### config.mk
export PLATFORM = sky130hd
export DESIGN_NAME = fifo_wr_arbiter
export DESIGN_NICKNAME = d
export VERILOG_FILES = /design/src/rtl/fifo_wr_arbiter.sv
export SDC_FILE = /design/constraint.sdc
export NUM_CORES = 1
export LEC_CHECK = 0
export ABC_AREA = 1
export BUFFER_PORTS_ARGS = -buffer_cell sky130_fd_sc_hd__buf_2
export CORE_AREA = 2 2 103 65
export DETAILED_ROUTE_END_ITERATION = 10
export DIE_AREA = 0 0 105 67
export PLACE_DENSITY_LB_ADDON = 0.2
export SYNTH_ARGS = -nofsm -noshare
export SYNTH_HDL_FRONTEND = slang
export SYNTH_SLANG_ARGS = --single-unit
### constraint.sdc
create_clock -name clk -period 4 [get_ports clk]
set_input_delay 0.4 -clock clk [delete_from_list [all_inputs] [get_ports clk]]
set_output_delay 0.4 -clock clk [all_outputs]
set_load 0.02 [all_outputs]
### src/rtl/fifo_wr_arbiter.sv
// rtl/fifo_wr_arbiter.sv - round-robin burst write arbiter for the fifo write port
module fifo_wr_arbiter #(
  parameter  int WIDTH   = 32,
  parameter  int NUM_REQ = 4,
  parameter  int BURST   = 4,
  localparam int IDW     = $clog2(NUM_REQ)
) (
  input  logic                     clk,
  input  logic                     reset,
  input  logic [NUM_REQ-1:0]       req_valid,
  input  logic [NUM_REQ*WIDTH-1:0] req_data,
  output logic [NUM_REQ-1:0]       req_ready,
  input  logic                     fifo_full,
  output logic                     w_valid,
  output logic [WIDTH-1:0]         data_in,
  output logic [IDW-1:0]           grant_id,
  output logic                     busy,
  output logic [15:0]              xfer_cnt
);

  localparam int BCW = (BURST > 1) ? $clog2(BURST) : 1;

  typedef enum logic {IDLE, OWNED} state_t;

  state_t         state, state_nx;
  logic [IDW-1:0] owner, owner_nx, rr_ptr, rr_ptr_nx, sel, owner_inc;
  logic [BCW-1:0] beat_cnt, beat_cnt_nx;
  logic           accept;
  logic [WIDTH-1:0] data_arr [NUM_REQ];

  for (genvar g = 0; g < NUM_REQ; g++) begin : g_unpack
    assign data_arr[g] = req_data[g*WIDTH +: WIDTH];
  end

  assign busy      = (state == OWNED);
  assign w_valid   = busy & req_valid[owner];
  assign accept    = w_valid & ~fifo_full;
  assign data_in   = w_valid ? data_arr[owner] : '0;
  assign grant_id  = owner;
  assign owner_inc = (owner == IDW'(NUM_REQ - 1)) ? '0 : owner + 1'b1;

  always_comb begin
    req_ready = '0;
    for (int i = 0; i < NUM_REQ; i++) begin
      req_ready[i] = busy & (owner == IDW'(i)) & ~fifo_full;
    end
  end

  // Scan from the farthest candidate back toward rr_ptr so the nearest valid one wins.
  always_comb begin : sel_p
    int idx;
    sel = '0;
    idx = 0;
    for (int k = NUM_REQ - 1; k >= 0; k--) begin
      idx = int'(rr_ptr) + k;
      if (idx >= NUM_REQ) idx = idx - NUM_REQ;
      if (req_valid[idx]) sel = IDW'(idx);
    end
  end

  always_comb begin
    state_nx    = state;
    owner_nx    = owner;
    rr_ptr_nx   = rr_ptr;
    beat_cnt_nx = beat_cnt;
    case (state)
      IDLE: begin
        if (|req_valid) begin
          owner_nx    = sel;
          beat_cnt_nx = '0;
          state_nx    = OWNED;
        end
      end
      OWNED: begin
        if (accept && beat_cnt == BCW'(BURST - 1)) begin
          state_nx  = IDLE;
          rr_ptr_nx = owner_inc;
        end else if (!req_valid[owner]) begin
          state_nx  = IDLE;
          rr_ptr_nx = owner_inc;
        end else if (accept) begin
          beat_cnt_nx = beat_cnt + 1'b1;
        end
      end
    endcase
  end

  always_ff @(posedge clk or negedge reset) begin
    if (!reset) begin
      state    <= IDLE;
      owner    <= '0;
      rr_ptr   <= '0;
      beat_cnt <= '0;
      xfer_cnt <= '0;
    end else begin
      state    <= state_nx;
      owner    <= owner_nx;
      rr_ptr   <= rr_ptr_nx;
      beat_cnt <= beat_cnt_nx;
      if (accept && xfer_cnt != 16'hFFFF) xfer_cnt <= xfer_cnt + 16'd1;
    end
  end

endmodule
Word level (Yosys, flattened, before mapping)
Index checks and enable logic that the tools add are counted.

cells by class
  $add $sub $neg = 10
  magnitude comparators = 10
  equality and inequality tests = 10
  muxes and demuxes = 38
  bitwise gates (word level) = 13
  reduce and logical (&&, ||, !) cells = 7

operator list
  operator               count
  $mux 32                7
  $lt 32x4->1 const B    4
  $bmux 32 s2            1
  $mux 2                 11
  $add 16x1->16 const B  1
  $ne 16x16->1 const B   1
  $ge 3x3->1 const B     4
  $mux 1                 12
  $sub 3x3->4 const B    3
  $and 1x1->1            10
  $bmux 1 s2             5
  $add 2x2->3 const B    2
  $eq 2x2->1 const B     3
  $ne 2x1->1 const B     3
  $add 2x1->2 const B    2
  $ne 2x2->1 const B     2
  $pmux 2 s2             1
  $reduce_and 2->1       2
  $reduce_and 4->1       1
  $reduce_or 4->1        1
  $sub 2x3->4 const B    1
  $add 2x1->3 const B    1
  $ge 2x3->1 const B     1
  $lt 2x3->1 const B     1
  other kinds (6)        8

word-level totals
  flip-flop bits (word level) = 23
  word-level logic and storage cells = 93

Longest topological paths before layout
  word-level depth = 10
  gate-level depth with buffers = 12
  depth with buffers taken out = 11

Worst setup path after synthesis
Ideal clock, no wire load.

  kind = register -> output
  from = register owner[1], in the netlist grant_id[1]
  to = output data_in[10]
  arrival = 1,722 ps
  data required time = 3,600 ps
  setup slack = 1,878 ps
  stages on the path, launching flop included = 9
  path through = dfrtp_1 > buf_4 > inv_2 > nand3_1 > nand2_1 > nor2_4 > inv_1 > buf_2 > a21oi_1

between the ends
  elaborated cells on any way between the ends = 8

RTL lines
  what                          RTL line  source
  start, declared               26        logic [IDW-1:0] owner, owner_nx, rr_ptr, rr_ptr_nx, sel, owner_inc;
  start signal, assigned        97        owner <= owner_nx;
  $bmux 1 s2                    36        assign w_valid = busy & req_valid[owner];
  $mux 1 (not written as such)  36
  $and 1x1->1                   36
  via w_valid                   14        output logic w_valid,
  $mux 32                       38        assign data_in = w_valid ? data_arr[owner] : '0;
  end, declared                 15        output logic [WIDTH-1:0] data_in,

The timed path passes the listed nets, and every way through them passes these cells. The select of a mux whose other input is x is not followed.

Worst setup path in the final report
  from = register owner[1], in the netlist grant_id[1]
  to = output data_in[13]

between the ends
  longest elaborated chain between the ends = 5
  elaborated cells on any way between the ends = 8

RTL lines
  what                                         RTL line
  $not 2->3 (not written as such)              38
  $bmux 32 s2                                  38
  $mux 32 (not written as such) (2 in series)  38
  $mux 32 *                                    38

Every way passes the cells marked *; elsewhere a longest branch is shown, timed or not. The select of a mux whose other input is x is not followed.

==> results.py <==
metrics = {
    "status": {
        "status": "finished clean",
    },
    "timing": {
        "final-setup-viol-count": 0,
        "clock_skew_ns": 0.00220,
        "worstMarginPinSlew_ns": 0.977,
        "fin_crit_sh_pct": 75.2,
        "maxClockFrequency_mhz": 333,
        "finalMaxSlewViolations": 0,
        "fin_ws_ns": 0.993,
        "timing.final.crit_period_ns": 3.01,
        "rsz0062_at_grt": "no",
        "slew_headroom_pct": 34.8,
        "holdWs_ns": 0.0969,
        "final.setup.tns_ns": 0,
        "hold_viol_final": 0,
    },
    "cts": {
        "cts_tree": "done",
        "number_of_hold_repair_buffers_added_at_the_cts_stage": 0,
        "h_tree_level_count": 1,
        "cts_setup_buffers": 0,
        "clock_tree.root_cell": "sky130_fd_sc_hd__clkbuf_8",
        "tritoncts_num_sinks": 23,
        "clkLatencyLatePin_ns": 0.26,
        "numCtsBuffers": 3,
        "postCtsResizedCells": 0,
        "clk_pin_slew_ns": 0.08,
        "max-clock-path-buffers": 2,
    },
    "floorplanning": {
        "die_h_um": 67,
        "die_x_um": 105,
        "rows": 22,
        "placeable_core_area_um2": 6000,
        "total_die_area_um2": 7040,
        "boundaryPins": 191,
        "floorplan.initialDensity_pct": 44.7,
    },
    "layout": {
        "finalNonFillerCells": 735,
        "syn2layout_area_growth_pct": 36.9,
        "drive_above_1_share_pct": 31.8,
        "diodes": 0,
        "final_nets": 793,
    },
    "global_routing": {
        "grt_pass1_vias": 3345,
        "global_router_s_overall_resource_usage_pct": 26.2,
        "grt_antenna_before_repair": 0,
        "maximum_number_of_pins_on_one_net_before_global_route_repair": 67,
        "overflow": 0,
        "grt_pass1_wl_um": 15000,
    },
    "placed_design": {
        "post-place-cells": 731,
        "post-dp-hpwl_um": 7660,
        "count_of_port_buffers_added_during_placement": 190,
        "gp_congestion": 0.908,
        "place_worst_setup_slack_ns": 1.32,
    },
    "yosys": {
        "synth.ff_latch_count": 23,
        "post_synth_num_cell_types": 26,
        "synth_compound_gate_area_share_pct": 21.1,
        "netlist.area_leader.share_pct": 21.5,
        "post_synth_main_area_contributors": "sky130_fd_sc_hd__dfrtp_1, sky130_fd_sc_hd__nor2_1, sky130_fd_sc_hd__o21ai_0",
        "xor_xnor_share_of_the_synthesized_area_pct": 4.57,
        "synth_adder_area_share_pct": 2.80,
        "synth_mux_area_share_pct": 0,
        "synth_fp_nets": 623,
        "post_synthesis_share_of_cell_area_spent_on_and_or_nand_and_nor_gates_pct": 41.3,
        "post_synth_instance_area_um2": 2680,
        "synth.yosys.warnings": 0,
        "post-synth-top-area-cell": "sky130_fd_sc_hd__dfrtp_1",
        "post_syn_area_per_cell_um2": 5.57,
        "synth_top_family_by_area": "simple AND/OR/NAND/NOR gates",
        "seq_total_area_yosys_pct": 21.5,
        "syn-instance-count": 482,
    },
    "setup_path": {
        "critical_path.startpoint_type": "flop",
        "cp-end-kind": "primary output",
        "worst-endpoint-required_ns": 3.60,
        "path_class": "flop to primary output",
        "critical_path_arrival_ns": 2.61,
        "path_max_fanout": 37,
    },
    "routing": {
        "final_antenna_violating_net_count": 0,
        "route.detailed.drc": 0,
        "routed_via_density": 5.08,
        "detailroute.via_count": 3733,
        "drt-wirelength-per-cell_um": 13.1,
        "postRouteWirelength_um": 9610,
        "initialDrtViolationCount": 262,
        "drt_pass1_iterations": 5,
    },
    "job": {
        "cap_viol_max_count": 0,
    },
    "power": {
        "total_power_mw": 2.43,
        "leakage_power_of_the_design_nw": 2.05,
        "power_density_nw_per_um2": 661,
        "ir_worst_vdd_v": 0.000509,
    },
    "worst_hold_path": {
        "min-delay-path-class": "primary input to async pin",
    },
}
## layout make-up
cell class                      count  area [µm²]
Fill cell                         633        2330
Multi-Input combinational cell    405        1870
Sequential cell                    23         577
Tap cell                           84         105
Clock buffer                        4        45.0
Inverter                           26         100
Timing Repair Buffer              193         973
## layout by cell type (no fill, tap or decap)
cell	n
sky130_fd_sc_hd__dfrtp_2	1
sky130_fd_sc_hd__clkbuf_1	1
sky130_fd_sc_hd__buf_2	190
sky130_fd_sc_hd__o211ai_1	1
sky130_fd_sc_hd__a21oi_1	33
sky130_fd_sc_hd__xor2_1	11
sky130_fd_sc_hd__ha_1	6
sky130_fd_sc_hd__o21ai_1	2
sky130_fd_sc_hd__nor2_4	1
sky130_fd_sc_hd__inv_4	1
sky130_fd_sc_hd__o21ai_0	73
sky130_fd_sc_hd__buf_4	3
sky130_fd_sc_hd__clkbuf_8	3
sky130_fd_sc_hd__nor2_1	146
sky130_fd_sc_hd__xnor2_1	3
sky130_fd_sc_hd__nand3_1	19
sky130_fd_sc_hd__dfrtp_1	22
sky130_fd_sc_hd__nand3_4	1
sky130_fd_sc_hd__nand4_1	1
sky130_fd_sc_hd__inv_1	23
sky130_fd_sc_hd__nand2_1	97
sky130_fd_sc_hd__nor3_4	1
sky130_fd_sc_hd__nor3_1	6
sky130_fd_sc_hd__nand3_2	2
sky130_fd_sc_hd__inv_2	2
sky130_fd_sc_hd__o21ai_2	2
## routing by layer
| metal | vias up | GRT usage, % | share of wire (%) |
|---|---|---|---|
| met4 | 0 | 8.67 | 2.0 |
| met5 | - | 0 | 0 |
| met2 | 163 | 44.2 | 48 |
| met1 | 1662 | 33.3 | 42 |
| li1 | 1884 | - | - |
| met3 | 24 | 6.07 | 7.7 |
## flip-flops by register name (all words and copies together) (netlist names)
name	count
rr_ptr	2
xfer_cnt	16
grant_id	2
beat_cnt	2
busy	1
## critical path, stage by stage, from the launching register on
cell                      delay (ns)
sky130_fd_sc_hd__dfrtp_1        0.40
sky130_fd_sc_hd__inv_2          0.48
sky130_fd_sc_hd__nand3_1        0.16
sky130_fd_sc_hd__nand2_1        0.17
sky130_fd_sc_hd__nor2_4         0.06
sky130_fd_sc_hd__inv_1          0.71
sky130_fd_sc_hd__a21oi_1        0.12
sky130_fd_sc_hd__buf_2          0.22
## synthesized netlist by cell type, drive strengths merged
cell type	number
xnor2	3
buf	18
ha	6
dfrtp	23
nand3	22
nand2	97
a21oi	33
o211ai	1
clkbuf	10
nor2	147
o21ai	77
nand4	1
inv	26
xor2	11
nor3	7
## per-stage QoR
stage	area [µm²]	utilization, %
5_1_grt	3670	61.2
4_1_cts	3670	61.2
6_report	3670	61.2
3_3_place_gp	3630	60.4
2_1_floorplan	2680	-
3_5_place_dp	3630	60.4
## cells by family (layout without fill, tap and decap cells)
| kind of cell | Yosys count | in the layout |
|---|---|---|
| AOI/OAI and AO/OA | 111 | 111 |
| buffers and inverters | 54 | 223 |
| xor gates and xnor gates | 14 | 14 |
| adders and majority gates | 6 | 6 |
| DFF | 23 | 23 |
| and+or+nand+nor | 274 | 274 |
## final timing paths
| path | from | end | slack [ns] | depth (start not counted) |
|---|---|---|---|---|
| worst max-delay path | grant_id[1] | data_in[13] | 0.99 | 7 |
| worst min-delay path | reset | xfer_cnt[1] | 0.1 | 1 |
| worst max register to register | grant_id[1] | xfer_cnt[9] | 2.11 | 8 |
| worst min register to register | beat_cnt[1] | beat_cnt[1] | 0.50 | 2 |
| max in group asynchronous | reset | grant_id[0] | 3.52 | 1 |
| min in group clk | beat_cnt[1] | beat_cnt[1] | 0.50 | 2 |
## report_power, final
part | switching, mW | internal [mW] | leakage [nW]
sequential | 0.0955 | 0.303 | 0.300
combinational | 1.28 | 0.606 | 1.72
clock | 0.0733 | 0.0712 | 0.0228
total | 1.45 | 0.981 | 2.05
Power figures use the tool's default switching activity.
